===== src/rtl/id_ex_pipeline_reg.sv =====
// ID/EX pipeline register for the 5-stage RV32I core.
//
// Latches the decoded control bundle and the ID-stage operands once per cycle.
// A bubble (all zeros) is loaded on load-use stall, branch/jump flush, and
// while the ecall-halt sequencer is draining or halted.
//
// The halt sequencer starts when a valid ecall with halt_cond set sits in EX.
// It then counts down DRAIN_CYCLES-1 edges in DRAIN and ends in HALTED, which
// only reset leaves.
//
// Ports:
//   clk, reset          clock; asynchronous active-high reset
//   stall, flush        bubble requests (load-use hazard, redirect from EX)
//   id_*                decoded control bundle, operands and indices from ID
//   ex_*                registered copies presented to EX
//   freeze_upstream     combinational, high in DRAIN/HALTED (hold PC and IF/ID)
//   is_halted           registered, high only in HALTED
module id_ex_pipeline_reg #(
    parameter int XLEN         = 32,
    parameter int DRAIN_CYCLES = 3
) (
    input  logic            clk,
    input  logic            reset,
    input  logic            stall,
    input  logic            flush,
    input  logic            id_valid,
    input  logic            id_mem_read,
    input  logic            id_mem_to_reg,
    input  logic            id_mem_write,
    input  logic            id_alu_src,
    input  logic            id_write_enable,
    input  logic            id_pc_to_reg,
    input  logic            id_is_ecall,
    input  logic            id_halt_cond,
    input  logic [3:0]      id_alu_ctrl,
    input  logic [XLEN-1:0] id_pc,
    input  logic [XLEN-1:0] id_rs1_data,
    input  logic [XLEN-1:0] id_rs2_data,
    input  logic [XLEN-1:0] id_imm,
    input  logic [4:0]      id_rs1,
    input  logic [4:0]      id_rs2,
    input  logic [4:0]      id_rd,
    output logic            ex_valid,
    output logic            ex_mem_read,
    output logic            ex_mem_to_reg,
    output logic            ex_mem_write,
    output logic            ex_alu_src,
    output logic            ex_write_enable,
    output logic            ex_pc_to_reg,
    output logic            ex_is_ecall,
    output logic            ex_halt_cond,
    output logic [3:0]      ex_alu_ctrl,
    output logic [XLEN-1:0] ex_pc,
    output logic [XLEN-1:0] ex_rs1_data,
    output logic [XLEN-1:0] ex_rs2_data,
    output logic [XLEN-1:0] ex_imm,
    output logic [4:0]      ex_rs1,
    output logic [4:0]      ex_rs2,
    output logic [4:0]      ex_rd,
    output logic            freeze_upstream,
    output logic            is_halted
);

    localparam logic [1:0] ST_RUN    = 2'd0;
    localparam logic [1:0] ST_DRAIN  = 2'd1;
    localparam logic [1:0] ST_HALTED = 2'd2;

    localparam int CNT_W = $clog2(DRAIN_CYCLES + 1);
    localparam logic [CNT_W-1:0] CNT_START = CNT_W'(DRAIN_CYCLES - 1);
    localparam logic [CNT_W-1:0] CNT_ONE   = CNT_W'(1);

    logic [1:0]       state_q, state_d;
    logic [CNT_W-1:0] cnt_q, cnt_d;
    logic             is_halted_q, is_halted_d;

    logic            ex_valid_q,        ex_valid_d;
    logic            ex_mem_read_q,     ex_mem_read_d;
    logic            ex_mem_to_reg_q,   ex_mem_to_reg_d;
    logic            ex_mem_write_q,    ex_mem_write_d;
    logic            ex_alu_src_q,      ex_alu_src_d;
    logic            ex_write_enable_q, ex_write_enable_d;
    logic            ex_pc_to_reg_q,    ex_pc_to_reg_d;
    logic            ex_is_ecall_q,     ex_is_ecall_d;
    logic            ex_halt_cond_q,    ex_halt_cond_d;
    logic [3:0]      ex_alu_ctrl_q,     ex_alu_ctrl_d;
    logic [XLEN-1:0] ex_pc_q,           ex_pc_d;
    logic [XLEN-1:0] ex_rs1_data_q,     ex_rs1_data_d;
    logic [XLEN-1:0] ex_rs2_data_q,     ex_rs2_data_d;
    logic [XLEN-1:0] ex_imm_q,          ex_imm_d;
    logic [4:0]      ex_rs1_q,          ex_rs1_d;
    logic [4:0]      ex_rs2_q,          ex_rs2_d;
    logic [4:0]      ex_rd_q,           ex_rd_d;

    logic halt_hit;
    logic load_id;

    assign halt_hit = ex_valid_q & ex_is_ecall_q & ex_halt_cond_q;

    // Every bubble source (freeze, halt squash, flush, stall) produces the same
    // all-zero payload, so the priority list collapses to one load condition.
    assign load_id = (state_q == ST_RUN) & ~halt_hit & ~flush & ~stall;

    always_comb begin
        state_d = state_q;
        cnt_d   = cnt_q;
        case (state_q)
            ST_RUN: begin
                if (halt_hit) begin
                    state_d = ST_DRAIN;
                    cnt_d   = CNT_START;
                end
            end
            ST_DRAIN: begin
                if (cnt_q == CNT_ONE) begin
                    state_d = ST_HALTED;
                    cnt_d   = '0;
                end else begin
                    cnt_d = cnt_q - CNT_ONE;
                end
            end
            ST_HALTED: begin
                state_d = ST_HALTED;
            end
            default: begin
                state_d = ST_RUN;
                cnt_d   = '0;
            end
        endcase
        is_halted_d = (state_d == ST_HALTED);
    end

    always_comb begin
        ex_valid_d        = '0;
        ex_mem_read_d     = '0;
        ex_mem_to_reg_d   = '0;
        ex_mem_write_d    = '0;
        ex_alu_src_d      = '0;
        ex_write_enable_d = '0;
        ex_pc_to_reg_d    = '0;
        ex_is_ecall_d     = '0;
        ex_halt_cond_d    = '0;
        ex_alu_ctrl_d     = '0;
        ex_pc_d           = '0;
        ex_rs1_data_d     = '0;
        ex_rs2_data_d     = '0;
        ex_imm_d          = '0;
        ex_rs1_d          = '0;
        ex_rs2_d          = '0;
        ex_rd_d           = '0;
        if (load_id) begin
            ex_valid_d        = id_valid;
            ex_mem_read_d     = id_mem_read;
            ex_mem_to_reg_d   = id_mem_to_reg;
            ex_mem_write_d    = id_mem_write;
            ex_alu_src_d      = id_alu_src;
            ex_write_enable_d = id_write_enable;
            ex_pc_to_reg_d    = id_pc_to_reg;
            ex_is_ecall_d     = id_is_ecall;
            ex_halt_cond_d    = id_halt_cond;
            ex_alu_ctrl_d     = id_alu_ctrl;
            ex_pc_d           = id_pc;
            ex_rs1_data_d     = id_rs1_data;
            ex_rs2_data_d     = id_rs2_data;
            ex_imm_d          = id_imm;
            ex_rs1_d          = id_rs1;
            ex_rs2_d          = id_rs2;
            ex_rd_d           = id_rd;
        end
    end

    always_ff @(posedge clk or posedge reset) begin
        if (reset) begin
            state_q           <= ST_RUN;
            cnt_q             <= '0;
            is_halted_q       <= 1'b0;
            ex_valid_q        <= 1'b0;
            ex_mem_read_q     <= 1'b0;
            ex_mem_to_reg_q   <= 1'b0;
            ex_mem_write_q    <= 1'b0;
            ex_alu_src_q      <= 1'b0;
            ex_write_enable_q <= 1'b0;
            ex_pc_to_reg_q    <= 1'b0;
            ex_is_ecall_q     <= 1'b0;
            ex_halt_cond_q    <= 1'b0;
            ex_alu_ctrl_q     <= '0;
            ex_pc_q           <= '0;
            ex_rs1_data_q     <= '0;
            ex_rs2_data_q     <= '0;
            ex_imm_q          <= '0;
            ex_rs1_q          <= '0;
            ex_rs2_q          <= '0;
            ex_rd_q           <= '0;
        end else begin
            state_q           <= state_d;
            cnt_q             <= cnt_d;
            is_halted_q       <= is_halted_d;
            ex_valid_q        <= ex_valid_d;
            ex_mem_read_q     <= ex_mem_read_d;
            ex_mem_to_reg_q   <= ex_mem_to_reg_d;
            ex_mem_write_q    <= ex_mem_write_d;
            ex_alu_src_q      <= ex_alu_src_d;
            ex_write_enable_q <= ex_write_enable_d;
            ex_pc_to_reg_q    <= ex_pc_to_reg_d;
            ex_is_ecall_q     <= ex_is_ecall_d;
            ex_halt_cond_q    <= ex_halt_cond_d;
            ex_alu_ctrl_q     <= ex_alu_ctrl_d;
            ex_pc_q           <= ex_pc_d;
            ex_rs1_data_q     <= ex_rs1_data_d;
            ex_rs2_data_q     <= ex_rs2_data_d;
            ex_imm_q          <= ex_imm_d;
            ex_rs1_q          <= ex_rs1_d;
            ex_rs2_q          <= ex_rs2_d;
            ex_rd_q           <= ex_rd_d;
        end
    end

    assign ex_valid        = ex_valid_q;
    assign ex_mem_read     = ex_mem_read_q;
    assign ex_mem_to_reg   = ex_mem_to_reg_q;
    assign ex_mem_write    = ex_mem_write_q;
    assign ex_alu_src      = ex_alu_src_q;
    assign ex_write_enable = ex_write_enable_q;
    assign ex_pc_to_reg    = ex_pc_to_reg_q;
    assign ex_is_ecall     = ex_is_ecall_q;
    assign ex_halt_cond    = ex_halt_cond_q;
    assign ex_alu_ctrl     = ex_alu_ctrl_q;
    assign ex_pc           = ex_pc_q;
    assign ex_rs1_data     = ex_rs1_data_q;
    assign ex_rs2_data     = ex_rs2_data_q;
    assign ex_imm          = ex_imm_q;
    assign ex_rs1          = ex_rs1_q;
    assign ex_rs2          = ex_rs2_q;
    assign ex_rd           = ex_rd_q;

    assign freeze_upstream = (state_q != ST_RUN);
    assign is_halted       = is_halted_q;

endmodule


===== config.mk =====
export PLATFORM = sky130hd
export DESIGN_NAME = id_ex_pipeline_reg
export DESIGN_NICKNAME = d
export VERILOG_FILES = /design/src/rtl/id_ex_pipeline_reg.sv
export SDC_FILE = /design/constraint.sdc
export NUM_CORES = 1
export LEC_CHECK = 0
export ABC_CLOCK_PERIOD_IN_PS = 5700
export CORE_MARGIN = 4
export CORE_UTILIZATION = 40
export DETAILED_ROUTE_END_ITERATION = 10
export PLACE_DENSITY_LB_ADDON = 0.1
export SLEW_MARGIN = 10
export SYNTH_ARGS = -nofsm -noshare
export SYNTH_HDL_FRONTEND = slang
export SYNTH_SLANG_ARGS = --single-unit

===== constraint.sdc =====
create_clock -name clk -period 5.7 [get_ports clk]
set_input_delay 0.57 -clock clk [delete_from_list [all_inputs] [get_ports clk]]
set_output_delay 0.57 -clock clk [all_outputs]
set_load 0.02 [all_outputs]

# Word-level counts from Yosys, hierarchy flattened
# Cells that the tools add are included.
[op_classes] n_eq_ne=5 muxes=23 add_sub_neg=1 n_bitwise=9 reduce_logical=3 div_mod_pow=0 mul=0 n_lt_le_gt_ge=0 shifts=0
[ops] cell="$mux W32" n=4
[ops] cell="$mux W5" n=3
[ops] cell="$pmux W2 S3" n=2
[ops] cell="$mux W1" n=9
[ops] cell="$mux W2" n=4
[ops] cell="$and A1 B1 Y1" n=5
[ops] cell="$eq A2 B1 Y1 const B" n=2
[ops] cell="$eq A2 B2 Y1 const B" n=2
[ops] cell="$mux W4" n=1
[ops] cell="$not A1 Y1" n=4
[ops] cell="$logic_not A2 Y1" n=1
[ops] cell="$ne A2 B2 Y1 const B" n=1
[ops] cell="$reduce_and A2 Y1" n=1
[ops] cell="$reduce_bool A2 Y1" n=1
[ops] cell="$sub A2 B1 Y2 const B" n=1
[totals] regBits=161 mem_bits_ro=0 n_memories=0 inputBits=160 ram_bits=0 word_cells=61 latch_bits=0

# Depth between registers and ports, before layout
[depth] depth_word=7 ltp_mapped=5 depth_no_buf=4

# Least setup slack after synthesis
# No wires, ideal clock.
[synth_timing] kind="input to register" startpoint="input flush" endpoint="register ex_imm_q[10] (netlist: ex_imm[10])" stages=4 required_ns=5.619 setup_ns=0.081 n_path_buf=2 setup_slack_ns=4.115 arrival_time_ns=1.503 cell_sequence="or4_4 -> buf_6 -> buf_6 -> nor3b_2"
[synth_via] elab_chain_cells=4
[synth_lines] item="start, declared" line="25" rtl="input logic flush,"
[synth_lines] item="$not A1 Y1" line="101" rtl="assign load_id = (state_q == ST_RUN) & ~halt_hit & ~flush & ~stall;"
[synth_lines] item="$and A1 B1 Y1 (2 in a row)" line="101"
[synth_lines] item="$mux W32" line="150" rtl="if (load_id) begin"
[synth_lines] item="via ex_imm_d[10]" line="89" rtl="logic [XLEN-1:0] ex_imm_q, ex_imm_d;"
[synth_lines] item="end signal, assigned" line="210" rtl="ex_imm_q <= ex_imm_d;"
[synth_lines] item="end, declared" line="89"
# The timed path passes the listed nets, and every way through them passes these cells.
# A chain may end at the register's enable or synchronous reset.

# Worst setup path after layout
[layout_timing] startpoint="register state_q[1]" endpoint="register ex_rs1_q[1] (netlist: ex_rs1[1])"
[layout_via] elab_chain_cells=5
[layout_lines] item="start, declared" line="72" rtl="logic [1:0] state_q, state_d;"
[layout_lines] item="start signal, assigned" line="194" rtl="state_q <= state_d;"
[layout_lines] item="$logic_not A2 Y1" line="101"
[layout_lines] item="$and A1 B1 Y1 (3 in a row)" line="101"
[layout_lines] item="$mux W5" line="150"
[layout_lines] item="via ex_rs1_d[1]" line="90" rtl="logic [4:0] ex_rs1_q, ex_rs1_d;"
[layout_lines] item="end signal, assigned" line="211" rtl="ex_rs1_q <= ex_rs1_d;"
[layout_lines] item="end, declared" line="90"
# The timed path passes the listed nets, and every way through them passes these cells.

==> flow_summary.json <==
{
  "avgViaCountPerCell": 4.60,
  "pwr-share-seq": 0.414,
  "h-tree-depth": 4,
  "die_x_um": 134,
  "root_buffer": "clkbuf_16",
  "pre_cts_ws_ns": 2.73,
  "portBuffers": 317,
  "whs_ns": 0.518,
  "syn_inst": 370,
  "ys_types": 21,
  "clock_power_share": 0.371,
  "num_vias": 4136,
  "cts_setup_buffers": 0,
  "dp_cells": 867,
  "hpwl_mm": 12.0,
  "hold_viol_final": 0,
  "combPwrFrac": 0.215,
  "fmax_mhz": 396,
  "grt_max_degree": 113,
  "crit_arrival_ns": 2.77,
  "grt-ovfl-total": 0,
  "yosys_warnings": 0,
  "p_leak_nw": 4.20,
  "cts_buffers": 17,
  "clock_latency_ns": 0.41,
  "yosys.area.top_type": "dfrtp_1",
  "crit_start": "state_q[1]",
  "final_util": 0.661,
  "finalMaxSlewViolations": 0,
  "slew_headroom": 0.200,
  "endpoint_kind": "flip-flop",
  "grt_pass1_vias": 4504,
  "die_area_um2": 17800,
  "post_dp_cell_area_um2": 9510,
  "min_period_over_period": 0.443,
  "drtAntennaViolNets": 0,
  "io_pins": 318,
  "cts.sinks": 161,
  "die_h_um": 134,
  "netSwitchingPower_uw": 792,
  "instances_no_fill": 900,
  "internal-power_mw": 2.31,
  "yosysSeqAreaShare": 0.639,
  "area_growth_syn_to_layout_pct": 60.5,
  "core_area_um2": 15300,
  "setup_tns_ns": 0,
  "start_kind": "flip-flop",
  "ctsResizeCount": 0,
  "grt_pass1_wl_mm": 25.2,
  "fin_crit_ns": 2.53,
  "totalWireLength_mm": 16.7,
  "finClkSkew_ns": 0.00910,
  "hold_buffers": 0,
  "critPathMaxStageDelay_ns": 0.86,
  "yosys-top-cells-area": "dfrtp_1 (64%), nor3b_2 (28%), buf_6 (3.0%), nor3b_1 (1.9%), buf_2 (1.0%)",
  "min_from": "cnt_q[0]",
  "critPathBufInv": 1,
  "min_path_type": "flip-flop to flip-flop",
  "grt.total_usage": 0.186,
  "synth_fp_nets": 531,
  "cp_cell_sequence": "or4_4 > buf_4 > nor3b_2",
  "vdd_ir_drop_max_mv": 0.223,
  "final_cell_area_um2": 10100,
  "syn_area_per_cell_um2": 17.1,
  "tightest_slew_ns": 1.20,
  "detailedRoute.firstIterationViolations": 167,
  "r2r_start": "state_q[1]",
  "swShare": 0.255,
  "synth_area_um2": 6310,
  "core.rowCount": 45,
  "slowest_stage": "buf_4",
  "max_cap_violations": 0,
  "grt_antenna_before_repair": 1,
  "path_delay_family": "simple AND/OR/NAND/NOR gates",
  "clockBufferDepth": 2,
  "r2r_setup_slack_ns": 3.17,
  "cts_tree": "built",
  "gp_congestion": 0.762,
  "firstDrtPassIters": 4,
  "finalPower_mw": 3.11,
  "drive_gt1_frac": 0.260,
  "route.detailed.drc": 0,
  "wl_per_cell_um": 18.5,
  "finalSetupViolCount": 0,
  "rsz0062_at_grt": "no",
  "worst_slack_ns": 3.17,
  "crit_fanout": 60,
  "crit_required_ns": 5.94,
  "nets": 836,
  "clkTransAtPathRegs_ns": 0.06,
  "initial_utilization": 0.412,
  "worstSetupPathType": "flip-flop to flip-flop",
  "power-per-cell-area_nw_per_um2": 307,
  "status": "complete, no violations",
  "synth_top_area_share": 0.639,
  "synth_seq_cells": 161
}
==> kinds of logic after synthesis <==
logic type | count (synthesis) | share of synthesized area
flops | 161 | 0.639
fa+ha+maj | 1 | 0.00198
simple gates | 165 | 0.307
mux | 2 | 0.00317
compound gates | 3 | 0.00357
buf+inv | 38 | 0.0454
==> cell usage in the layout, fill, tap and decap left out <==
| cell type | count |
|---|---|
| or2_2 | 1 |
| a21oi_1 | 1 |
| clkbuf_16 | 17 |
| clkbuf_8 | 3 |
| clkinvlp_4 | 3 |
| buf_4 | 5 |
| inv_6 | 1 |
| mux2i_1 | 2 |
| and3_4 | 1 |
| and4b_1 | 1 |
| ha_1 | 1 |
| nand4b_1 | 1 |
| o32ai_1 | 1 |
| o221ai_1 | 1 |
| nor3b_1 | 16 |
| nand2b_1 | 2 |
| or4_4 | 1 |
| clkbuf_1 | 2 |
| clkdlybuf4s50_1 | 317 |
| dfrtp_1 | 161 |
| nand3b_1 | 1 |
| bufinv_16 | 3 |
| nor3b_2 | 140 |
| diode_2 | 1 |
| inv_1 | 1 |
| clkinv_2 | 4 |
| nand2_1 | 1 |
==> Yosys cell counts <==
cell type	instances
a21oi_1	1
and3_1	1
and4b_1	1
buf_1	2
buf_2	13
buf_6	17
clkbuf_1	4
dfrtp_1	161
ha_1	1
inv_1	2
mux2i_1	2
nand2_1	1
nand2b_1	2
nand3b_1	1
nand4b_1	1
nor3b_1	16
nor3b_2	140
o221ai_1	1
o32ai_1	1
or2_2	1
or4_4	1
==> metal layers <==
layer,part of all wire,vias up,track usage
met2,0.52,200,0.321
met3,0.099,28,0.0850
met4,0.031,0,0.0817
met1,0.35,2033,0.196
met5,0,-,0
li1,-,1875,-
==> final cells by class <==
cell class | instances | area, µm²
diodes | 1 | 2.50
clock buffers | 22 | 474
clock inverters | 10 | 133
fillers | 1165 | 5190
inverters | 2 | 12.5
multi-input cells | 171 | 2000
flip-flops and latches | 161 | 4030
well taps | 211 | 264
repair buffers | 322 | 3210
==> path summary, 6_finish.rpt <==
kind | to | cells after the start
min reg2reg | cnt_q[0] | 1
max in group asynchronous | ex_pc_to_reg | 3
min | cnt_q[0] | 1
max | ex_rs1[1] | 3
min in group asynchronous | ex_pc[24] | 2
max reg2reg | ex_rs1[1] | 3
==> power by group through the flow <==
| stage | combinational (mW) | sequential, mW | clock [mW] |
|---|---|---|---|
| final | 0.667 | 1.29 | 1.15 |
| after detailed placement | 0.678 | 1.31 | 0 |
| after global routing | 0.709 | 1.30 | 1.23 |
| after floorplan | 0.236 | 1.42 | 0 |
| after global placement | 0.667 | 1.31 | 0 |
| after CTS | 0.681 | 1.29 | 1.18 |
Power figures use the tool's default switching activity.
